`config.mk`:
```
export PLATFORM = sky130hd
export DESIGN_NAME = active_list
export DESIGN_NICKNAME = d
export VERILOG_FILES = /design/src/rtl/active_list.sv
export SDC_FILE = /design/constraint.sdc
export NUM_CORES = 2
export LEC_CHECK = 0
export CORE_ASPECT_RATIO = 0.7
export CORE_UTILIZATION = 45
export DETAILED_ROUTE_END_ITERATION = 16
export DONT_BUFFER_PORTS = 1
export HOLD_SLACK_MARGIN = 0.02
export PLACE_DENSITY = 0.66
export SYNTH_ARGS = -nofsm -noshare
export SYNTH_HDL_FRONTEND = slang
export SYNTH_SLANG_ARGS = --single-unit
```
`constraint.sdc`:
```
create_clock -name clk -period 8.05 [get_ports clk]
set_input_delay 1.2075 -clock clk [delete_from_list [all_inputs] [get_ports clk]]
set_output_delay 1.2075 -clock clk [all_outputs]
set_load 0.03 [all_outputs]
```
`src/rtl/active_list.sv`:
```
// In-order tracking buffer: allocates entries at dispatch, retires them in
// program order, and walks younger entries back one per cycle after a mispredict.
`ifndef ADDR_WIDTH
`define ADDR_WIDTH 32
`endif

module active_list #(
  parameter int DEPTH    = 32,
  parameter int ID_WIDTH = `ADDR_WIDTH,
  parameter int PREG_W   = 6,
  localparam int IDX_W   = $clog2(DEPTH)
) (
  input  logic                clk,
  input  logic                rst_n,
  input  logic                alloc_valid,
  input  logic [ID_WIDTH-1:0] alloc_id,
  input  logic                alloc_uses_rw,
  input  logic [4:0]          alloc_arch_rw,
  input  logic [PREG_W-1:0]   alloc_new_preg,
  input  logic [PREG_W-1:0]   alloc_old_preg,
  output logic                alloc_ready,
  output logic [IDX_W-1:0]    alloc_index,
  input  logic                complete_valid,
  input  logic [IDX_W-1:0]    complete_index,
  input  logic                mispredict_valid,
  input  logic [IDX_W-1:0]    mispredict_index,
  output logic                commit_valid,
  output logic [ID_WIDTH-1:0] commit_id,
  output logic                commit_free_valid,
  output logic [PREG_W-1:0]   commit_free_preg,
  output logic                flush,
  output logic [ID_WIDTH-1:0] flushed_instruction_ID,
  output logic                flush_done,
  output logic                restore_valid,
  output logic [4:0]          restore_arch_rw,
  output logic [PREG_W-1:0]   restore_old_preg,
  output logic [PREG_W-1:0]   restore_new_preg,
  output logic [IDX_W:0]      count,
  output logic                empty,
  output logic                full
);

  typedef enum logic [0:0] {ST_NORMAL = 1'b0, ST_WALK = 1'b1} state_e;

  localparam logic [IDX_W:0] DEPTH_C = (IDX_W+1)'(DEPTH);

  // Distance from the head; smaller means older in program order.
  function automatic logic [IDX_W-1:0] age_of(input logic [IDX_W-1:0] idx,
                                              input logic [IDX_W-1:0] hd);
    return idx - hd;
  endfunction

  state_e              state_q, state_d;
  logic [IDX_W-1:0]    head_q, head_d, tail_q, tail_d, br_q, br_d;
  logic [IDX_W:0]      count_q, count_d;
  logic [DEPTH-1:0]    valid_q, valid_d, done_q, done_d;

  logic [ID_WIDTH-1:0] id_q       [DEPTH];
  logic                uses_rw_q  [DEPTH];
  logic [4:0]          arch_rw_q  [DEPTH];
  logic [PREG_W-1:0]   new_preg_q [DEPTH];
  logic [PREG_W-1:0]   old_preg_q [DEPTH];

  logic                commit_valid_q, commit_valid_d;
  logic [ID_WIDTH-1:0] commit_id_q, commit_id_d;
  logic                commit_free_valid_q, commit_free_valid_d;
  logic [PREG_W-1:0]   commit_free_preg_q, commit_free_preg_d;
  logic                flush_q, flush_d, flush_done_q, flush_done_d;
  logic [ID_WIDTH-1:0] flushed_id_q, flushed_id_d;
  logic                restore_valid_q, restore_valid_d;
  logic [4:0]          restore_arch_q, restore_arch_d;
  logic [PREG_W-1:0]   restore_old_q, restore_old_d, restore_new_q, restore_new_d;

  logic                full_s, alloc_fire_s, commit_fire_s, retarget_s, walk_end_s;
  logic [IDX_W-1:0]    tail_m1_s, br_eff_s, br_next_s;

  assign full_s        = (count_q == DEPTH_C);
  assign alloc_ready   = (state_q == ST_NORMAL) && !full_s && !mispredict_valid;
  assign alloc_fire_s  = alloc_valid && alloc_ready;
  assign commit_fire_s = (state_q == ST_NORMAL) && (count_q != '0) &&
                         valid_q[head_q] && done_q[head_q];
  assign tail_m1_s     = tail_q - IDX_W'(1);
  // An older mispredict arriving mid-walk takes effect at the same edge.
  assign retarget_s    = (state_q == ST_WALK) && mispredict_valid &&
                         (age_of(mispredict_index, head_q) < age_of(br_q, head_q));
  assign br_eff_s      = retarget_s ? mispredict_index : br_q;
  assign br_next_s     = br_eff_s + IDX_W'(1);
  assign walk_end_s    = (tail_q == br_next_s);

  // Next-state logic for pointers, slot flags and registered outputs.
  always_comb begin
    state_d             = state_q;
    head_d              = head_q;
    tail_d              = tail_q;
    br_d                = br_q;
    count_d             = count_q;
    valid_d             = valid_q;
    done_d              = done_q;
    flush_d             = flush_q;
    flushed_id_d        = flushed_id_q;
    flush_done_d        = 1'b0;
    commit_valid_d      = 1'b0;
    commit_id_d         = '0;
    commit_free_valid_d = 1'b0;
    commit_free_preg_d  = '0;
    restore_valid_d     = 1'b0;
    restore_arch_d      = '0;
    restore_old_d       = '0;
    restore_new_d       = '0;

    if (complete_valid && valid_q[complete_index]) begin
      done_d[complete_index] = 1'b1;
    end else begin
      done_d[complete_index] = done_q[complete_index];
    end

    case (state_q)
      ST_NORMAL: begin
        if (alloc_fire_s) begin
          valid_d[tail_q] = 1'b1;
          done_d[tail_q]  = 1'b0;
          tail_d          = tail_q + IDX_W'(1);
        end else begin
          tail_d = tail_q;
        end
        if (commit_fire_s) begin
          valid_d[head_q]     = 1'b0;
          head_d              = head_q + IDX_W'(1);
          commit_valid_d      = 1'b1;
          commit_id_d         = id_q[head_q];
          commit_free_valid_d = uses_rw_q[head_q];
          commit_free_preg_d  = old_preg_q[head_q];
        end else begin
          head_d = head_q;
        end
        count_d = count_q + (IDX_W+1)'(alloc_fire_s) - (IDX_W+1)'(commit_fire_s);
        if (mispredict_valid) begin
          done_d[mispredict_index] = 1'b1;
          br_d                     = mispredict_index;
          flushed_id_d             = id_q[mispredict_index];
          flush_d                  = 1'b1;
          state_d                  = ST_WALK;
        end else begin
          state_d = ST_NORMAL;
        end
      end
      ST_WALK: begin
        if (retarget_s) begin
          done_d[mispredict_index] = 1'b1;
          br_d                     = mispredict_index;
          flushed_id_d             = id_q[mispredict_index];
        end else begin
          br_d = br_q;
        end
        if (walk_end_s) begin
          flush_d      = 1'b0;
          flush_done_d = 1'b1;
          state_d      = ST_NORMAL;
        end else begin
          valid_d[tail_m1_s] = 1'b0;
          tail_d             = tail_m1_s;
          count_d            = count_q - (IDX_W+1)'(1);
          restore_valid_d    = uses_rw_q[tail_m1_s];
          restore_arch_d     = arch_rw_q[tail_m1_s];
          restore_old_d      = old_preg_q[tail_m1_s];
          restore_new_d      = new_preg_q[tail_m1_s];
        end
      end
      default: begin
        state_d = ST_NORMAL;
        flush_d = 1'b0;
      end
    endcase
  end

  // Control state and registered outputs.
  always_ff @(posedge clk or negedge rst_n) begin
    if (!rst_n) begin
      state_q             <= ST_NORMAL;
      head_q              <= '0;
      tail_q              <= '0;
      br_q                <= '0;
      count_q             <= '0;
      valid_q             <= '0;
      done_q              <= '0;
      flush_q             <= 1'b0;
      flushed_id_q        <= '0;
      flush_done_q        <= 1'b0;
      commit_valid_q      <= 1'b0;
      commit_id_q         <= '0;
      commit_free_valid_q <= 1'b0;
      commit_free_preg_q  <= '0;
      restore_valid_q     <= 1'b0;
      restore_arch_q      <= '0;
      restore_old_q       <= '0;
      restore_new_q       <= '0;
    end else begin
      state_q             <= state_d;
      head_q              <= head_d;
      tail_q              <= tail_d;
      br_q                <= br_d;
      count_q             <= count_d;
      valid_q             <= valid_d;
      done_q              <= done_d;
      flush_q             <= flush_d;
      flushed_id_q        <= flushed_id_d;
      flush_done_q        <= flush_done_d;
      commit_valid_q      <= commit_valid_d;
      commit_id_q         <= commit_id_d;
      commit_free_valid_q <= commit_free_valid_d;
      commit_free_preg_q  <= commit_free_preg_d;
      restore_valid_q     <= restore_valid_d;
      restore_arch_q      <= restore_arch_d;
      restore_old_q       <= restore_old_d;
      restore_new_q       <= restore_new_d;
    end
  end

  // Slot payload; only read while the slot's valid bit is set.
  always_ff @(posedge clk) begin
    if (alloc_fire_s) begin
      id_q[tail_q]       <= alloc_id;
      uses_rw_q[tail_q]  <= alloc_uses_rw;
      arch_rw_q[tail_q]  <= alloc_arch_rw;
      new_preg_q[tail_q] <= alloc_new_preg;
      old_preg_q[tail_q] <= alloc_old_preg;
    end else begin
      id_q[tail_q]       <= id_q[tail_q];
      uses_rw_q[tail_q]  <= uses_rw_q[tail_q];
      arch_rw_q[tail_q]  <= arch_rw_q[tail_q];
      new_preg_q[tail_q] <= new_preg_q[tail_q];
      old_preg_q[tail_q] <= old_preg_q[tail_q];
    end
  end

  assign alloc_index            = tail_q;
  assign commit_valid           = commit_valid_q;
  assign commit_id              = commit_id_q;
  assign commit_free_valid      = commit_free_valid_q;
  assign commit_free_preg       = commit_free_preg_q;
  assign flush                  = flush_q;
  assign flushed_instruction_ID = flushed_id_q;
  assign flush_done             = flush_done_q;
  assign restore_valid          = restore_valid_q;
  assign restore_arch_rw        = restore_arch_q;
  assign restore_old_preg       = restore_old_q;
  assign restore_new_preg       = restore_new_q;
  assign count                  = count_q;
  assign empty                  = (count_q == '0);
  assign full                   = full_s;

endmodule

```
; ---- After elaboration in Yosys (flattened, before gate mapping)
; Memories as Yosys holds them, arrays and structs flattened.
; Index checks and enable logic that the tools add are counted.
; Widths: inputs -> output; s select.
[totals]
reg_bits = 178
mem_bits_rw = 1600
in_bits = 65
output_inout_bits = 106
elab_cells = 163
n_memories = 5
[mem_list]
columns = name, words, word_bits, read_ports, rd_clocked_by_memory_dff, wr, line
row1 = id_q, 32, 32, 2, 0, 1, 58  ; logic [ID_WIDTH-1:0] id_q [DEPTH];
row2 = new_preg_q, 32, 6, 1, 0, 1, 61  ; logic [PREG_W-1:0] new_preg_q [DEPTH];
row3 = old_preg_q, 32, 6, 2, 0, 1, 62  ; logic [PREG_W-1:0] old_preg_q [DEPTH];
row4 = arch_rw_q, 32, 5, 1, 0, 1, 60  ; logic [4:0] arch_rw_q [DEPTH];
row5 = uses_rw_q, 32, 1, 2, 0, 1, 59  ; logic uses_rw_q [DEPTH];
[op_classes]
n_addsub = 9
order_cmp = 11
eq_ne = 8
muxes = 73
bitwise = 16
reduce_logical = 23
[op_table]
columns = operator, count
row1 = $mux 32, 14
row2 = $pmux 32 s2, 3
row3 = $or 32x32->32, 4
row4 = $and 32x32->32, 3
row5 = $not 32->32, 3
row6 = $mux 6, 9
row7 = $mux 5, 7
row8 = $bwmux 32, 1
row9 = $lt 5x6->1 const B, 5
row10 = $demux 1 s5, 5
row11 = $ge 5x1->1 const B, 5
row12 = $mux 1, 25
row13 = $bmux 1 s5, 4
row14 = $pmux 5 s2, 2
row15 = $add 5x1->5 const B, 3
row16 = $logic_and 1x1->1, 14
row17 = $pmux 6 s2, 1
row18 = $reduce_and 2->1, 5
row19 = $sub 5x5->5, 2
row20 = $add 6x1->6, 1
row21 = $eq 6x6->1 const B, 1
row22 = $logic_not 6->1, 1
row23 = $ne 2x2->1 const B, 3
row24 = $reduce_bool 6->1, 1
row25 = other kinds (11), 18

; ---- Logic depth before layout (Yosys ltp)
[depth]
depth_word = 12
ltp_mapped = 22
depth_no_buf = 19

; ---- Worst setup path after synthesis
; OpenSTA, ideal clock, no wires.
[synth_path]
kind = in2reg
from = input mispredict_valid
to = register done_q[8]
setup_time_ns = 0.401
arrival_ns = 8.216
required_ns = 7.649
setup_slack_ns = -0.567
stages = 6
path_buffers = 1
cell_sequence = nor3_1 > and2_1 > clkbuf_1 > inv_1 > nor4b_1 > o22ai_1
[synth_between]
elab_chain_len = 8
elab_cells_between_ends = 11
classes_between = 5 x mux / 1 x bitwise / 5 x reduce/logical
[synth_lines]
columns = element, line
row1 = start: declaration, 25  ; input logic mispredict_valid,
row2 = $logic_not 1->1, 78  ; assign alloc_ready = (state_q == ST_NORMAL) && !full_s && !mispredict_valid;
row3 = $logic_and 1x1->1, 78
row4 = $logic_and 1x1->1, 79  ; assign alloc_fire_s = alloc_valid && alloc_ready;
row5 = $mux 32, 119  ; if (alloc_fire_s) begin
row6 = $mux 32, 117  ; case (state_q)
row7 = $or 32x32->32 (no line), --
row8 = $mux 32, 137  ; if (mispredict_valid) begin
row9 = $pmux 32 s2 (*), 117
row10 = net done_d[8], 56  ; logic [DEPTH-1:0] valid_q, valid_d, done_q, done_d;
row11 = end signal: assignment, 204  ; done_q <= done_d;
row12 = end: declaration, 56
; Mark *: on every way through the listed nets, which the timed path passes. The rest lies on a longest branch. The select of a mux whose other input is x is not followed.
; A chain may end at the register's enable or synchronous reset.

; ---- Worst setup path in the final report
[layout_path]
from = input mispredict_index[0]
to = register valid_q[13]
[layout_between]
elab_chain_len = 7
[layout_lines]
columns = element, line
row1 = start: declaration, 26  ; input logic [IDX_W-1:0] mispredict_index,
row2 = $sub 5x5->5, 50  ; return idx - hd;
row3 = $lt 5x5->1, 85  ; (age_of(mispredict_index, head_q) < age_of(br_q, head_q));
row4 = $logic_and 1x1->1, 84  ; assign retarget_s = (state_q == ST_WALK) && mispredict_valid &&
row5 = $mux 5 (*), --
row6 = $add 5x1->5 (*), 87  ; assign br_next_s = br_eff_s + IDX_W'(1);
row7 = $eq 5x5->1 (*), 88  ; assign walk_end_s = (tail_q == br_next_s);
row8 = $ne 2x2->1 (no line) (*), --
row9 = end signal: assignment, 203  ; valid_q <= valid_d;
row10 = end: declaration, 56
; Every way passes the cells marked *; elsewhere a longest branch is shown, timed or not.

==> impl_results.md <==
- Hold Vio Cnt, Final: 0
- Post-synth EDFFs: 1600
- Fin cells: 6305
- VDD IR-drop max: approximately 0.0004 V
- Mapped Nets: roughly 4000
- Yosys cell types: 64
- P_leak: 0.02662 uW
- Tightest Pin Transition: 2.147 ns
- Outcome: finished, violations left
- Ports: 171
- Die height: between 300 and 400 um
- Number of buffers added on ports: 0
- Post-Syn Area per Cell: 19.73 um^2
- Residual DRC: 0
- Top FF cell, synth: edfxtp_1
- Worst Path Max Fanout: 263
- CTS tree: yes
- # Max-Cap Violations: 0
- Synth Register Bits: 1778
- Hold-fix buffers, CTS: 0
- Post-Syn Area: 77800 um^2
- Vias per inst: around 7
- First-pass GRT wire length: about 330000 um
- Die area: 174600 um^2
- Vias in the first global route: 42740
- DP HPWL: 121300 um
- Largest net degree at the start of global routing: 267
- YS warnings: 0
- Peak Freq: around 150 MHz
- Clk buf depth: 3
- Worst-Skew Late Latency: 0.84 ns
- Pwr per Cell Area: between 200 and 300 nW/um^2
- Violated checks: slew limit
- Clock root cell: clkbuf_16
- Synth-to-Final Area Change: 10.88%
- Hold crit path type: primary input to asynchronous set/reset pin
- Mapped Cells: 3943
- Pwr Total: 25790 uW
- Commonest non-fill, non-tap cell in the layout: edfxtp_1
- GRT Util Overall: 26.65%
- Setup Skew: 0.05789 ns
- CP arrival: about 7 ns
- Critical path class: primary input to flop
- Via count: approximately 44000
- Hold Slack: 0.1186 ns
- Fin nets: 4006
- RSZ-0062 raised after global routing: false
- Critical path startpoint category: primary input
- Final setup viols: 0
- CTS sink cnt: ~1800
- Fillers: 13410
- Async SR Flop Fraction: 10.01%
- Final Wtd Congestion: 0.8535
- Dpl cells: 5990
- Final Worst Setup Slack: 1.470 ns
- Final period util: 81.74%
- Worst EP required: about 8.7 ns
- Die W: about 500 um
- Initial Util: 45.37%
- Initial antenna violation count: 5
- Most frequent cells in the layout: edfxtp_1 (1600), mux4_2 (749), o22ai_1 (274)
- DRT antenna net count: 0
- Final WL: 232600 um
- Num CTS Buffers: 168
- Part of the Yosys area used for sequential elements: between 60% and 70%
- Share of layout cells above drive strength 1: between 20 and 30%
- Row count: 127
- Final min period: 6.580 ns
- Post_cts resized: 0
- Max H-tree Level: 4
- Global route overflow: 0
- Post-CTS setup buffers: 0
- Routed len/inst: 36.90 um
- DR pass1 iterations: 6
- Drt first-iter violations: about 6700
- Total negative setup slack: 0 ns
- Core ar.: around 170000 um^2
- CP endpoint kind: flop
- Dpl ws: between 1.5 and 2 ns
- Slew HR: -43.16%
- Worst-path clk slew: 0.07 ns
- Slew Viols, Final: 171
## Yosys cell counts (all sizes together), types with 4 or more instances
| master | count | area, um^2 |
|---|---|---|
| mux2 | 6 | 67.56 |
| nor4 | 4 | 25.02 |
| nor2b | 4 | 32.53 |
| a21o | 5 | 37.54 |
| nand2b | 7 | 43.79 |
| a311oi | 7 | 61.31 |
| a22o | 65 | 569.3 |
| a211oi | 6 | 45.04 |
| o22ai | 274 | 1714 |
| a31oi | 56 | 365.3 |
| edfxtp | 1600 | 48050 |
| mux4 | 749 | 16870 |
| or3 | 7 | 43.79 |
| a21oi | 32 | 160.2 |
| inv | 36 | 137.6 |
| nor3 | 30 | 150.1 |
| xor2 | 12 | 105.1 |
| o21ai | 15 | 78.82 |
| nand2 | 93 | 356.6 |
| nor2 | 173 | 651.9 |
| a221oi | 66 | 578.1 |
| or4 | 48 | 360.4 |
| and2 | 6 | 37.54 |
| o32ai | 6 | 52.55 |
| nand3b | 7 | 52.55 |
| mux2i | 38 | 380.4 |
| xnor2 | 20 | 175.2 |
| dfrtp | 178 | 4454 |
| clkbuf | 172 | 645.6 |
| nand3 | 17 | 85.08 |
| or3b | 4 | 35.03 |
| and3 | 17 | 111.4 |
| ha | 35 | 437.9 |
| buf | 122 | 581.8 |
## layer usage
layer	share of wire (%)	wire length, um	GRT usage (%)
met1	39	91390	38.88
met2	45	103900	39.20
met3	13	31340	7.652
met4	2.6	5956	7.308
met5	0.0077	18	0
## where the power goes
part           internal [uW]  total (uW)  switching (uW)  leakage, uW
clock                   4460        8040            3580      0.00266
combinational           3020        6540            3520      0.00733
sequential             10400       11200             803       0.0166
total                  17900       25800            7900       0.0266
## cells by family (layout without fill, tap and decap cells)
group | count (synthesis) | in the layout | synth area share [%]
flops | 1778 | 1778 | 67.48
fa+ha+maj | 38 | 38 | 0.6401
buf+inv | 331 | 435 | 1.759
simple gates | 429 | 429 | 2.683
mux | 793 | 793 | 22.26
xor+xnor | 32 | 32 | 0.3603
other cells | 0 | 1 | 0
compound gates | 542 | 542 | 4.814
## registers in the layout, summed over array words and instances, names as in the netlist, 5 cells and up
signal                  count
alloc_index                 5
arch_rw_q                 160
br_q                        5
commit_free_preg            6
commit_id                  32
count                       6
done_q                     32
flushed_instruction_ID     32
head_q                      5
id_q                     1024
new_preg_q                192
old_preg_q                192
restore_arch_rw             5
restore_new_preg            6
restore_old_preg            6
uses_rw_q                  32
valid_q                    32
## layout make-up
cell class | count | area [um^2] | area share (%)
Timing Repair Buffer | 84 | 968.4 | 1.123
Multi-Input combinational cell | 1834 | 24350 | 28.23
Clock buffer | 232 | 4618 | 5.354
Tap cell | 2257 | 2824 | 3.274
Clock inverter | 82 | 848.3 | 0.9834
Inverter | 37 | 141.4 | 0.1639
Antenna cell | 1 | 2.502 | 0.002901
Sequential cell | 1778 | 52510 | 60.87
## worst max-delay path, cell delays in order
cell	delay, ns
inv_1	0.56
ha_1	0.22
inv_1	0.08
fa_1	0.40
a21o_1	0.18
a21oi_1	0.18
xnor2_1	0.14
ha_1	0.30
nand2_1	0.10
nand4b_2	0.13
a31oi_4	0.37
mux2_2	0.39
ha_1	0.25
xnor2_1	0.15
xnor2_1	0.14
a2bb2oi_1	0.36
nor2_2	0.21
nor2_1	0.97
a31oi_1	0.19
## through the flow
stage                     utilization [%]  area (um^2)
after floorplan                         -        77810
after global placement              47.12        80790
after detailed placement            47.12        80790
after CTS                           50.31        86260
after global routing                50.31        86260
final                               50.31        86260
## worst paths after layout
path	slack (ns)	from	cells after the start	endpoint
setup / recovery	1.47	mispredict_index[0]	19	valid_q[13]$_DFFE_PN0P_
hold / removal	0.12	rst_n	0	count[5]$_DFFE_PN0P_
setup reg to reg	2.11	head_q[1]$_DFFE_PN0P_	17	valid_q[13]$_DFFE_PN0P_
hold reg to reg	0.58	valid_q[30]$_DFFE_PN0P_	2	valid_q[30]$_DFFE_PN0P_
max in group asynchronous	7.13	rst_n	0	commit_id[11]$_DFF_PN0_
min in group clk	0.47	alloc_id[3]	0	id_q[2][3]$_DFFE_PP_
(Power assumes the default switching activity.)
